## src/rtl/canvas_writer.sv

```systemverilog
// Pixel-write sequencer for a 160x120 canvas: 2x2 brush strokes from the mouse
// and a full-screen clear sweep on each rising edge of erase.
module canvas_writer #(
  parameter logic [14:0] CLEAR_COLOUR = 15'h7FFF
) (
  input  logic        clk,
  input  logic        reset,
  input  logic        draw,
  input  logic        erase,
  input  logic [14:0] color,
  input  logic [7:0]  mouse_x,
  input  logic [6:0]  mouse_y,
  output logic [7:0]  vga_x,
  output logic [6:0]  vga_y,
  output logic [14:0] vga_colour,
  output logic        plot,
  output logic        busy
);

  typedef enum logic [1:0] {IDLE, BRUSH, CLEAR} state_t;

  state_t      r_state, w_state;
  logic [1:0]  r_idx, w_idx;
  logic [7:0]  r_bx, w_bx, r_last_x, w_last_x, r_vga_x, w_vga_x;
  logic [6:0]  r_by, w_by, r_last_y, w_last_y, r_vga_y, w_vga_y;
  logic [14:0] r_bcol, w_bcol, r_last_col, w_last_col, r_vga_colour, w_vga_colour;
  logic        r_last_valid, w_last_valid;
  logic        r_erase_q;
  logic        r_plot, w_plot, r_busy, w_busy;

  logic        w_erase_evt, w_dup, w_in_range;
  logic [1:0]  w_nidx;
  logic [7:0]  w_px;
  logic [6:0]  w_py;

  assign w_erase_evt = erase & ~r_erase_q;
  assign w_in_range  = (mouse_x <= 8'd159) && (mouse_y <= 7'd119);
  assign w_dup       = r_last_valid && (mouse_x == r_last_x) && (mouse_y == r_last_y)
                       && (color == r_last_col);
  // Brush pixel order: bit0 of the index steps x, bit1 steps y.
  assign w_nidx      = r_idx + 2'd1;
  assign w_px        = r_bx + {7'd0, w_nidx[0]};
  assign w_py        = r_by + {6'd0, w_nidx[1]};

  always_comb begin
    w_state      = r_state;
    w_idx        = r_idx;
    w_bx         = r_bx;
    w_by         = r_by;
    w_bcol       = r_bcol;
    w_last_x     = r_last_x;
    w_last_y     = r_last_y;
    w_last_col   = r_last_col;
    w_last_valid = r_last_valid;
    w_vga_x      = r_vga_x;
    w_vga_y      = r_vga_y;
    w_vga_colour = r_vga_colour;
    w_plot       = 1'b0;
    w_busy       = 1'b0;
    if (w_erase_evt) begin
      w_state      = CLEAR;
      w_vga_x      = 8'd0;
      w_vga_y      = 7'd0;
      w_vga_colour = CLEAR_COLOUR;
      w_plot       = 1'b1;
      w_busy       = 1'b1;
      w_last_valid = 1'b0;
    end else begin
      case (r_state)
        IDLE: begin
          if (draw && !erase && w_in_range && !w_dup) begin
            w_state      = BRUSH;
            w_idx        = 2'd0;
            w_bx         = mouse_x;
            w_by         = mouse_y;
            w_bcol       = color;
            w_vga_x      = mouse_x;
            w_vga_y      = mouse_y;
            w_vga_colour = color;
            w_plot       = 1'b1;
            w_busy       = 1'b1;
          end
        end
        BRUSH: begin
          if (r_idx == 2'd3) begin
            w_state      = IDLE;
            w_last_x     = r_bx;
            w_last_y     = r_by;
            w_last_col   = r_bcol;
            w_last_valid = 1'b1;
          end else begin
            w_idx        = w_nidx;
            w_vga_x      = w_px;
            w_vga_y      = w_py;
            w_vga_colour = r_bcol;
            w_plot       = (w_px <= 8'd159) && (w_py <= 7'd119);
            w_busy       = 1'b1;
          end
        end
        CLEAR: begin
          if ((r_vga_x == 8'd159) && (r_vga_y == 7'd119)) begin
            w_state = IDLE;
          end else begin
            if (r_vga_x == 8'd159) begin
              w_vga_x = 8'd0;
              w_vga_y = r_vga_y + 7'd1;
            end else begin
              w_vga_x = r_vga_x + 8'd1;
            end
            w_vga_colour = CLEAR_COLOUR;
            w_plot       = 1'b1;
            w_busy       = 1'b1;
          end
        end
        default: w_state = IDLE;
      endcase
    end
  end

  // erase_q resets high so an erase already asserted at release is not an edge.
  always_ff @(posedge clk or negedge reset) begin
    if (!reset) begin
      r_state      <= IDLE;
      r_idx        <= 2'd0;
      r_bx         <= 8'd0;
      r_by         <= 7'd0;
      r_bcol       <= 15'd0;
      r_last_x     <= 8'd0;
      r_last_y     <= 7'd0;
      r_last_col   <= 15'd0;
      r_last_valid <= 1'b0;
      r_erase_q    <= 1'b1;
      r_vga_x      <= 8'd0;
      r_vga_y      <= 7'd0;
      r_vga_colour <= 15'd0;
      r_plot       <= 1'b0;
      r_busy       <= 1'b0;
    end else begin
      r_state      <= w_state;
      r_idx        <= w_idx;
      r_bx         <= w_bx;
      r_by         <= w_by;
      r_bcol       <= w_bcol;
      r_last_x     <= w_last_x;
      r_last_y     <= w_last_y;
      r_last_col   <= w_last_col;
      r_last_valid <= w_last_valid;
      r_erase_q    <= erase;
      r_vga_x      <= w_vga_x;
      r_vga_y      <= w_vga_y;
      r_vga_colour <= w_vga_colour;
      r_plot       <= w_plot;
      r_busy       <= w_busy;
    end
  end

  assign vga_x      = r_vga_x;
  assign vga_y      = r_vga_y;
  assign vga_colour = r_vga_colour;
  assign plot       = r_plot;
  assign busy       = r_busy;

endmodule

```

## config.mk

```make
export PLATFORM = sky130hd
export DESIGN_NAME = canvas_writer
export DESIGN_NICKNAME = d
export VERILOG_FILES = /design/src/rtl/canvas_writer.sv
export SDC_FILE = /design/constraint.sdc
export NUM_CORES = 1
export LEC_CHECK = 0
export ABC_AREA = 1
export BUFFER_PORTS_ARGS = -buffer_cell sky130_fd_sc_hd__buf_2
export CAP_MARGIN = 20
export CORE_MARGIN = 4
export CORE_UTILIZATION = 55
export CTS_BUF_LIST = sky130_fd_sc_hd__clkbuf_8
export DETAILED_ROUTE_END_ITERATION = 10
export PLACE_DENSITY = 0.75
export RECOVER_POWER = 25
export SLEW_MARGIN = 15
export SYNTH_ARGS = -nofsm -noshare
export SYNTH_HDL_FRONTEND = slang
export SYNTH_SLANG_ARGS = --single-unit
```

## constraint.sdc

```tcl
create_clock -name clk -period 1.78 [get_ports clk]
set_input_delay 0.178 -clock clk [delete_from_list [all_inputs] [get_ports clk]]
set_output_delay 0.178 -clock clk [all_outputs]
set_load 0.02 [all_outputs]
```

==> results.py, run 1 <==
metrics = {
    "critical_path": {
        "crit_start": "r_idx[0]$_DFFE_PN0P_",
        "path_delay_family": "simple AND/OR/NAND/NOR gates",
        "crit_type": "reg2reg",
        "cp.required_ns": 2.09,
        "worst_ep_arrival_time_ns": 2.21,
        "crit-reg2reg-launch": "r_idx[0]$_DFFE_PN0P_",
        "r2r_slack_ns": -0.12,
        "rr_endpoint": "vga_x[6]$_DFFE_PN0P_",
        "cp_slowest_cell": "dfrtp_1",
        "path_max_fanout": 2,
        "r2r_cells": 14,
        "crit_path_max_incr_delay_ns": 0.43,
        "worst-path-buf-inv": 2,
        "endpoint_kind": "register",
        "crit_chain": "buf_6 > inv_4 > ha_4 > ha_4 > nand2_4 > nor2_4 > nand3_2 > nand2_2 > nand3_1 > nand2_1 > nand2_1 > a21oi_2 > nand3_1 > nand2_1",
        "crit_top_cell": "nand2_1",
        "start_kind": "register",
    },
    "clock_tree": {
        "cts_made_buffers": 9,
        "clk_latency_ns": 0.37,
        "clock_sinks": 98,
        "cts_buffer_depth": 2,
        "htree_levels": 3,
        "cts_tree": "done",
        "cts_root_buf": "clkbuf_8",
        "path_clk_slew_ns": 0.10,
    },
    "sta": {
        "setup_ws_ns": -0.117,
        "fmax_mhz": 527,
        "worstMarginPinSlew_ns": 0.634,
        "final_hold_viol_count": 0,
        "rsz0062_at_grt": "true",
        "setup_viol": 9,
        "period_minus_slack_ns": 1.90,
        "drv_slew": 0,
        "finClkSkew_ns": 0.0107,
        "max_slew_margin": 0.578,
        "fin_crit_sh": 1.07,
    },
    "synth": {
        "synth.cell_area_sq_mm": 0.00572,
        "syn_nets": 869,
        "syn_area_per_cell_sq_um": 6.94,
        "synthCells": 824,
        "ys_ff_latch": 98,
        "synth_edf_count": 0,
        "synth_flop_cell": "dfrtp_1",
        "ys_warn_count": 0,
        "yosysSeqAreaShare": 0.429,
        "synth_async_sr_flop_share": 1.00,
        "synth_cell_types": 34,
    },
    "floorplanning": {
        "io-pin-count": 66,
        "rows": 36,
        "start_util": 0.575,
        "core_sq_mm": 0.00995,
        "die_w_um": 110,
        "die-area_sq_mm": 0.0121,
        "die_h_um": 110,
    },
    "route": {
        "drc": 0,
        "wl_um": 18400,
        "drtIter0Drc": 725,
        "wl_per_cell_um": 17.1,
        "vias_per_cell": 5.61,
        "dr.pass1.iters": 6,
        "postRouteAntennaNets": 0,
        "vias": 6043,
    },
    "outcome": {
        "status": "finished with violations",
        "violations": "setup timing",
    },
    "finish": {
        "area_delta_synth_final_pct": 31.0,
        "stdcell_area_sq_mm": 0.00749,
        "multi_input_area_sq_mm": 0.00314,
        "area.sequential_sq_mm": 0.00245,
        "layout_common_cells": "nand2_1 (271), inv_1 (102), dfrtp_1 (96)",
        "fill_cells": 701,
        "fin_nets": 984,
        "drive_gt1_frac": 0.264,
        "finish.utilization": 0.753,
        "num_antenna_cells": 0,
        "final_common_cell": "nand2_1",
    },
    "pwr": {
        "peakVddDrop_v": 0.000782,
        "finalPower_w": 0.0116,
        "p_leak_nw": 3.99,
        "power_density_mw_per_mm2": 1540,
    },
    "global_routing": {
        "grt_max_degree": 62,
        "grt_pass1_vias": 5342,
        "grt_pass1_wl_um": 26400,
        "track_usage": 0.284,
        "antenna_found_initial": 0,
        "grt-ovfl-total": 0,
    },
    "min_path": {
        "holdPathStages": 3,
        "hp-start": "color[6]",
        "holdPathEnd": "r_bcol[6]$_DFFE_PN0P_",
        "worstHoldPathType": "in2reg",
    },
    "placement": {
        "routabilityCongestion": 0.881,
        "io_buffer_count": 65,
        "dpl.hpwl_um": 12100,
        "dpl_cell_area_sq_mm": 0.00654,
    },
    "flow_run": {
        "cap_viol_max_count": 0,
    },
}
-- synth_stat cells (3+ instances only) --
| cell type | instances | area share |
|---|---|---|
| o21ai_0 | 64 | 0.056 |
| ha_1 | 11 | 0.024 |
| inv_2 | 12 | 0.0079 |
| nand3_1 | 59 | 0.052 |
| o211ai_1 | 16 | 0.021 |
| xnor2_1 | 6 | 0.0092 |
| nand3_2 | 4 | 0.0070 |
| a21oi_1 | 49 | 0.043 |
| nand2_1 | 286 | 0.19 |
| xor2_1 | 3 | 0.0046 |
| nor2_1 | 55 | 0.036 |
| buf_2 | 11 | 0.0096 |
| clkbuf_1 | 16 | 0.010 |
| nand4_1 | 5 | 0.0055 |
| inv_1 | 105 | 0.069 |
| dfrtp_1 | 97 | 0.42 |
-- kinds of logic (layout without fill, tap and decap cells) --
| logic type | Yosys count | in the layout | synth area share |
|---|---|---|---|
| AO/OA/AOI/OAI | 136 | 136 | 0.129 |
| XOR/XNOR | 9 | 9 | 0.0138 |
| adder cells (fa/ha/maj) | 11 | 11 | 0.0241 |
| buffers and inverters | 151 | 269 | 0.105 |
| flip-flops | 98 | 98 | 0.429 |
| AND/OR/NAND/NOR | 419 | 421 | 0.300 |
-- power by group --
group / internal [W] / total (W) / switching (W) / leakage [nW]
registers: 0.00292 / 0.00357 / 0.000653 / 1.17
clock network: 0.00122 / 0.00205 / 0.000828 / 0.147
logic: 0.00225 / 0.00595 / 0.00370 / 2.67
total: 0.00639 / 0.0116 / 0.00518 / 3.99
-- per-layer routing --
layer,up-vias,global-route usage,part of all wire
met1,2813,0.413,0.41
met3,65,0.0501,0.099
li1,2817,-,-
met4,0,0.0873,0.030
met5,-,0,0
met2,348,0.435,0.46
-- layout make-up --
class                           count  share of cell area
Clock buffer                        9              0.0165
Clock inverter                      7              0.0220
Inverter                          118              0.0613
Multi-Input combinational cell    577               0.418
Sequential cell                    98               0.328
Tap cell                          133              0.0222
Timing Repair Buffer              134               0.131
Timing Repair inverter              1             0.00100
-- worst max-delay path by stage --
| stage | to | slack (ns) | depth (start not counted) |
|---|---|---|---|
| final | vga_x[6]$_DFFE_PN0P_ | -0.12 | 14 |
| after global routing | vga_x[6]$_DFFE_PN0P_ | -0.25 | 14 |
| after CTS | plot$_DFF_PN0_ | -0.08 | 12 |
| after detailed placement | vga_y[6]$_DFFE_PN0P_ | -0.16 | 11 |
| after global placement | plot$_DFF_PN0_ | -0.12 | 13 |
| after floorplan | plot$_DFF_PN0_ | -0.04 | 13 |
-- sequential cells by signal (all words and copies together), names as in the netlist --
| signal | cells |
|---|---|
| r_last_x | 8 |
| r_last_valid | 1 |
| busy | 1 |
| plot | 1 |
| r_last_y | 7 |
| vga_y | 7 |
| vga_colour | 15 |
| r_state | 2 |
| vga_x | 8 |
| r_by | 7 |
| r_bcol | 15 |
| r_erase_q | 1 |
| r_last_col | 15 |
| r_idx | 2 |
| r_bx | 8 |
-- metrics by stage --
step / setup slack (ns) / TNS, ns / hold slack (ns) / instances
3_3_place_gp: -0.116 / -0.711 / 0.104 / 1041
6_report: -0.117 / -0.475 / 0.0624 / 1077
3_5_place_dp: -0.163 / -2.43 / 0.111 / 1041
4_1_cts: -0.0820 / -0.0949 / 0.0508 / 1064
5_1_grt: -0.253 / -4.59 / 0.0610 / 1077
2_1_floorplan: -0.0394 / -0.0394 / -0.118 / 824
-- worst reg2reg max path: stages, from the launching register on --
cell and delay (ns):
dfrtp_1 0.43, buf_6 0.14, inv_4 0.05, ha_4 0.15, ha_4 0.14, nand2_4 0.06, nor2_4 0.14, nand3_2 0.08
nand2_2 0.09, nand3_1 0.11, nand2_1 0.09, nand2_1 0.07, a21oi_2 0.13, nand3_1 0.08, nand2_1 0.08
-- what timing repair did --
item / 4_1_cts / 5_1_grt
buffers inserted: 5 / 9
gates cloned: 0 / 4
pin swaps: 18 / 40
hold buffers: 2 / 0
gates resized for setup: 40 / 90
endpoints found under the setup margin: 31 / 65
endpoints found under the hold margin: 22 / 0
No activity file was read; power rests on OpenSTA's default activity.
==> run 2, diff against run 1 <==
--- a/config.mk
+++ b/config.mk
@@ -8,11 +8,14 @@
 export ABC_AREA = 1
 export BUFFER_PORTS_ARGS = -buffer_cell sky130_fd_sc_hd__buf_2
 export CAP_MARGIN = 20
+export CELL_PAD_IN_SITES_DETAIL_PLACEMENT = 0
+export CELL_PAD_IN_SITES_GLOBAL_PLACEMENT = 1
+export CORE_ASPECT_RATIO = 1.1
 export CORE_MARGIN = 4
-export CORE_UTILIZATION = 55
+export CORE_UTILIZATION = 39
 export CTS_BUF_LIST = sky130_fd_sc_hd__clkbuf_8
 export DETAILED_ROUTE_END_ITERATION = 10
-export PLACE_DENSITY = 0.75
+export PLACE_DENSITY = 0.74
 export RECOVER_POWER = 25
 export SLEW_MARGIN = 15
 export SYNTH_ARGS = -nofsm -noshare
==> run 2 against run 1 <==
Sequential power decreased by 2%. The run still ends with setup timing left. Design area increased by 1.4%. Critical path type unchanged. Die area increased by 38%. Largest power group unchanged. Power decreased by 5.1%. Routed wire length increased by 1.0%. Setup slack improved by 0.051 ns. Clock skew increased by 0.0040 ns.
==> results.py, run 2 (synthesis results as in run 1) <==
metrics = {
    "critical_path": {
        "endpoint_kind": "register",
        "rr_endpoint": "plot$_DFF_PN0_",
        "cp.required_ns": 2.05,
        "r2r_cells": 12,
        "path_delay_family": "adder cells",
        "crit_chain": "ha_4 > ha_4 > ha_4 > nand2_4 > o21ai_2 > nand2_2 > nor2_2 > a21boi_2 > a21oi_2 > nand2_1 > nand2_1 > nand2_1",
        "worst-path-buf-inv": 0,
        "crit_path_max_incr_delay_ns": 0.44,
        "crit-reg2reg-launch": "r_idx[0]$_DFFE_PN0P_",
        "r2r_slack_ns": -0.07,
        "start_kind": "register",
        "worst_ep_arrival_time_ns": 2.12,
        "path_max_fanout": 3,
        "crit_type": "reg2reg",
        "cp_slowest_cell": "dfrtp_2",
    },
    "finish": {
        "final_cells": 1137,
        "multi_input_area_sq_mm": 0.00317,
        "drive_gt1_frac": 0.276,
        "fin_nets": 985,
        "final_common_cell": "nand2_1",
        "layout_common_cells": "nand2_1 (266), inv_1 (101), dfrtp_1 (95)",
        "area.sequential_sq_mm": 0.00246,
        "area_delta_synth_final_pct": 32.8,
        "fill_cells": 1436,
        "num_antenna_cells": 0,
    },
    "sta": {
        "max_slew_margin": 0.524,
        "final_hold_viol_count": 0,
        "setup_viol": 12,
        "period_minus_slack_ns": 1.85,
        "setup_ws_ns": -0.0654,
        "worstMarginPinSlew_ns": 0.713,
        "fmax_mhz": 542,
        "drv_slew": 0,
        "finClkSkew_ns": 0.0147,
        "rsz0062_at_grt": "true",
        "fin_crit_sh": 1.04,
    },
    "clock_tree": {
        "clk_latency_ns": 0.39,
        "cts_root_buf": "clkbuf_8",
        "path_clk_slew_ns": 0.11,
        "cts_made_buffers": 9,
        "cts_tree": "done",
        "cts_buffer_depth": 2,
        "clock_sinks": 98,
        "htree_levels": 3,
    },
    "floorplanning": {
        "core_sq_mm": 0.0144,
        "io-pin-count": 66,
        "die_h_um": 135,
        "rows": 46,
        "die-area_sq_mm": 0.0167,
        "die_w_um": 123,
        "start_util": 0.398,
    },
    "min_path": {
        "holdPathEnd": "r_bcol[3]$_DFFE_PN0P_",
        "holdPathStages": 3,
        "worstHoldPathType": "in2reg",
        "hp-start": "color[3]",
    },
    "route": {
        "drtIter0Drc": 367,
        "drt-met1-wl_um": 8540,
        "dr.pass1.iters": 5,
        "vias": 5699,
        "postRouteAntennaNets": 0,
        "wl_met2_um": 8990,
        "drc": 0,
        "wl_um": 18600,
        "wl_met3_um": 659,
        "wl_per_cell_um": 16.3,
        "vias_per_cell": 5.01,
        "dr.max_layer_used": "met4",
    },
    "placement": {
        "pre_cts_slack_ns": -0.192,
        "io_buffer_count": 65,
        "dp_cells": 1101,
        "dpl.hpwl_um": 12800,
        "routabilityCongestion": 0.869,
    },
    "pwr": {
        "power_density_mw_per_mm2": 1450,
        "p_leak_nw": 3.97,
        "peakVddDrop_v": 0.000627,
    },
    "global_routing": {
        "grt-ovfl-total": 0,
        "grt_max_degree": 62,
        "grt_pass1_vias": 5572,
        "antenna_found_initial": 0,
        "track_usage": 0.214,
        "grt_pass1_wl_um": 27900,
    },
    "outcome": {
        "status": "finished with violations",
        "violations": "setup timing",
    },
    "flow_run": {
        "cap_viol_max_count": 0,
    },
}
-- run 2: cell types whose count changed in the layout (fill, tap and decap cells not counted), moves of 4 or more --
cell       delta
o21ai_0      -12
o21ai_1      +11
buf_4         -6
nand3_2       +6
bufinv_16     -5
nand2_1       -5
nand3_4       -5
nand2_2       +4
-- run 2: where the power goes --
group          total (W)  internal, W  switching, W
clock network    0.00141     0.000519      0.000888
registers        0.00351      0.00292      0.000589
logic            0.00607      0.00244       0.00363
total             0.0110      0.00587       0.00511
-- run 2: timing repair --
| item | in CTS | in global routing |
|---|---|---|
| endpoints found under the setup margin | 33 | 65 |
| gates resized for setup | 29 | 126 |
| pin swaps | 10 | 70 |
| setup buffers | 1 | 9 |
| cloned | 1 | 7 |
| hold endpoints to repair | 19 | 0 |
| hold buffers | 2 | 0 |
-- run 2: how the worst max path moves through the flow --
stage                              startpoint  depth (start not counted)        endpoint  slack (ns)
finish                   r_idx[0]$_DFFE_PN0P_                         12  plot$_DFF_PN0_       -0.07
global route        r_last_col[4]$_DFFE_PN0P_                         15  busy$_DFF_PN0_       -0.19
CTS                      r_idx[0]$_DFFE_PN0P_                         13  plot$_DFF_PN0_       -0.09
detailed placement       r_idx[1]$_DFFE_PN0P_                         13  plot$_DFF_PN0_       -0.19
global placement         r_idx[1]$_DFFE_PN0P_                         13  plot$_DFF_PN0_       -0.15
floorplan                r_idx[0]$_DFFE_PN0P_                         13  plot$_DFF_PN0_       -0.04
-- run 2: final cells by class --
class                           count  area share
Tap cell                          192      0.0316
Timing Repair Buffer              135       0.143
Clock inverter                      7     0.00692
Clock buffer                        9      0.0163
Inverter                          118      0.0605
Timing Repair inverter              1    0.000988
Sequential cell                    98       0.323
Multi-Input combinational cell    577       0.417
-- run 2: routing by layer --
metal | vias to the layer above | global-route usage
met5 | - | 0
li1 | 2827 | -
met1 | 2710 | 0.285
met4 | 0 | 0.0831
met2 | 139 | 0.353
met3 | 23 | 0.0289
-- run 2: stage by stage --
| stage | cell area [sq um] | total power [W] | TNS, ns | hold WS, ns | utilization |
|---|---|---|---|---|---|
| 6_report | 7600 | 0.0110 | -0.243 | 0.0516 | 0.528 |
| 5_1_grt | 7600 | 0.0118 | -6.07 | 0.0436 | 0.528 |
| 4_1_cts | 6970 | 0.00994 | -0.570 | 0.0448 | 0.484 |
| 3_5_place_dp | 6650 | 0.00837 | -1.63 | 0.120 | 0.462 |
| 3_3_place_gp | 6650 | 0.00828 | -2.68 | 0.124 | 0.462 |
| 2_1_floorplan | 5730 | 0.00643 | -0.0394 | -0.118 | - |
-- run 2: worst register-to-register path: stages (launching register included) --
cell	delay, ns
dfrtp_2	0.44
ha_4	0.29
ha_4	0.14
ha_4	0.14
nand2_4	0.06
o21ai_2	0.14
nand2_2	0.08
nor2_2	0.09
a21boi_2	0.06
a21oi_2	0.11
nand2_1	0.06
nand2_1	0.07
nand2_1	0.05
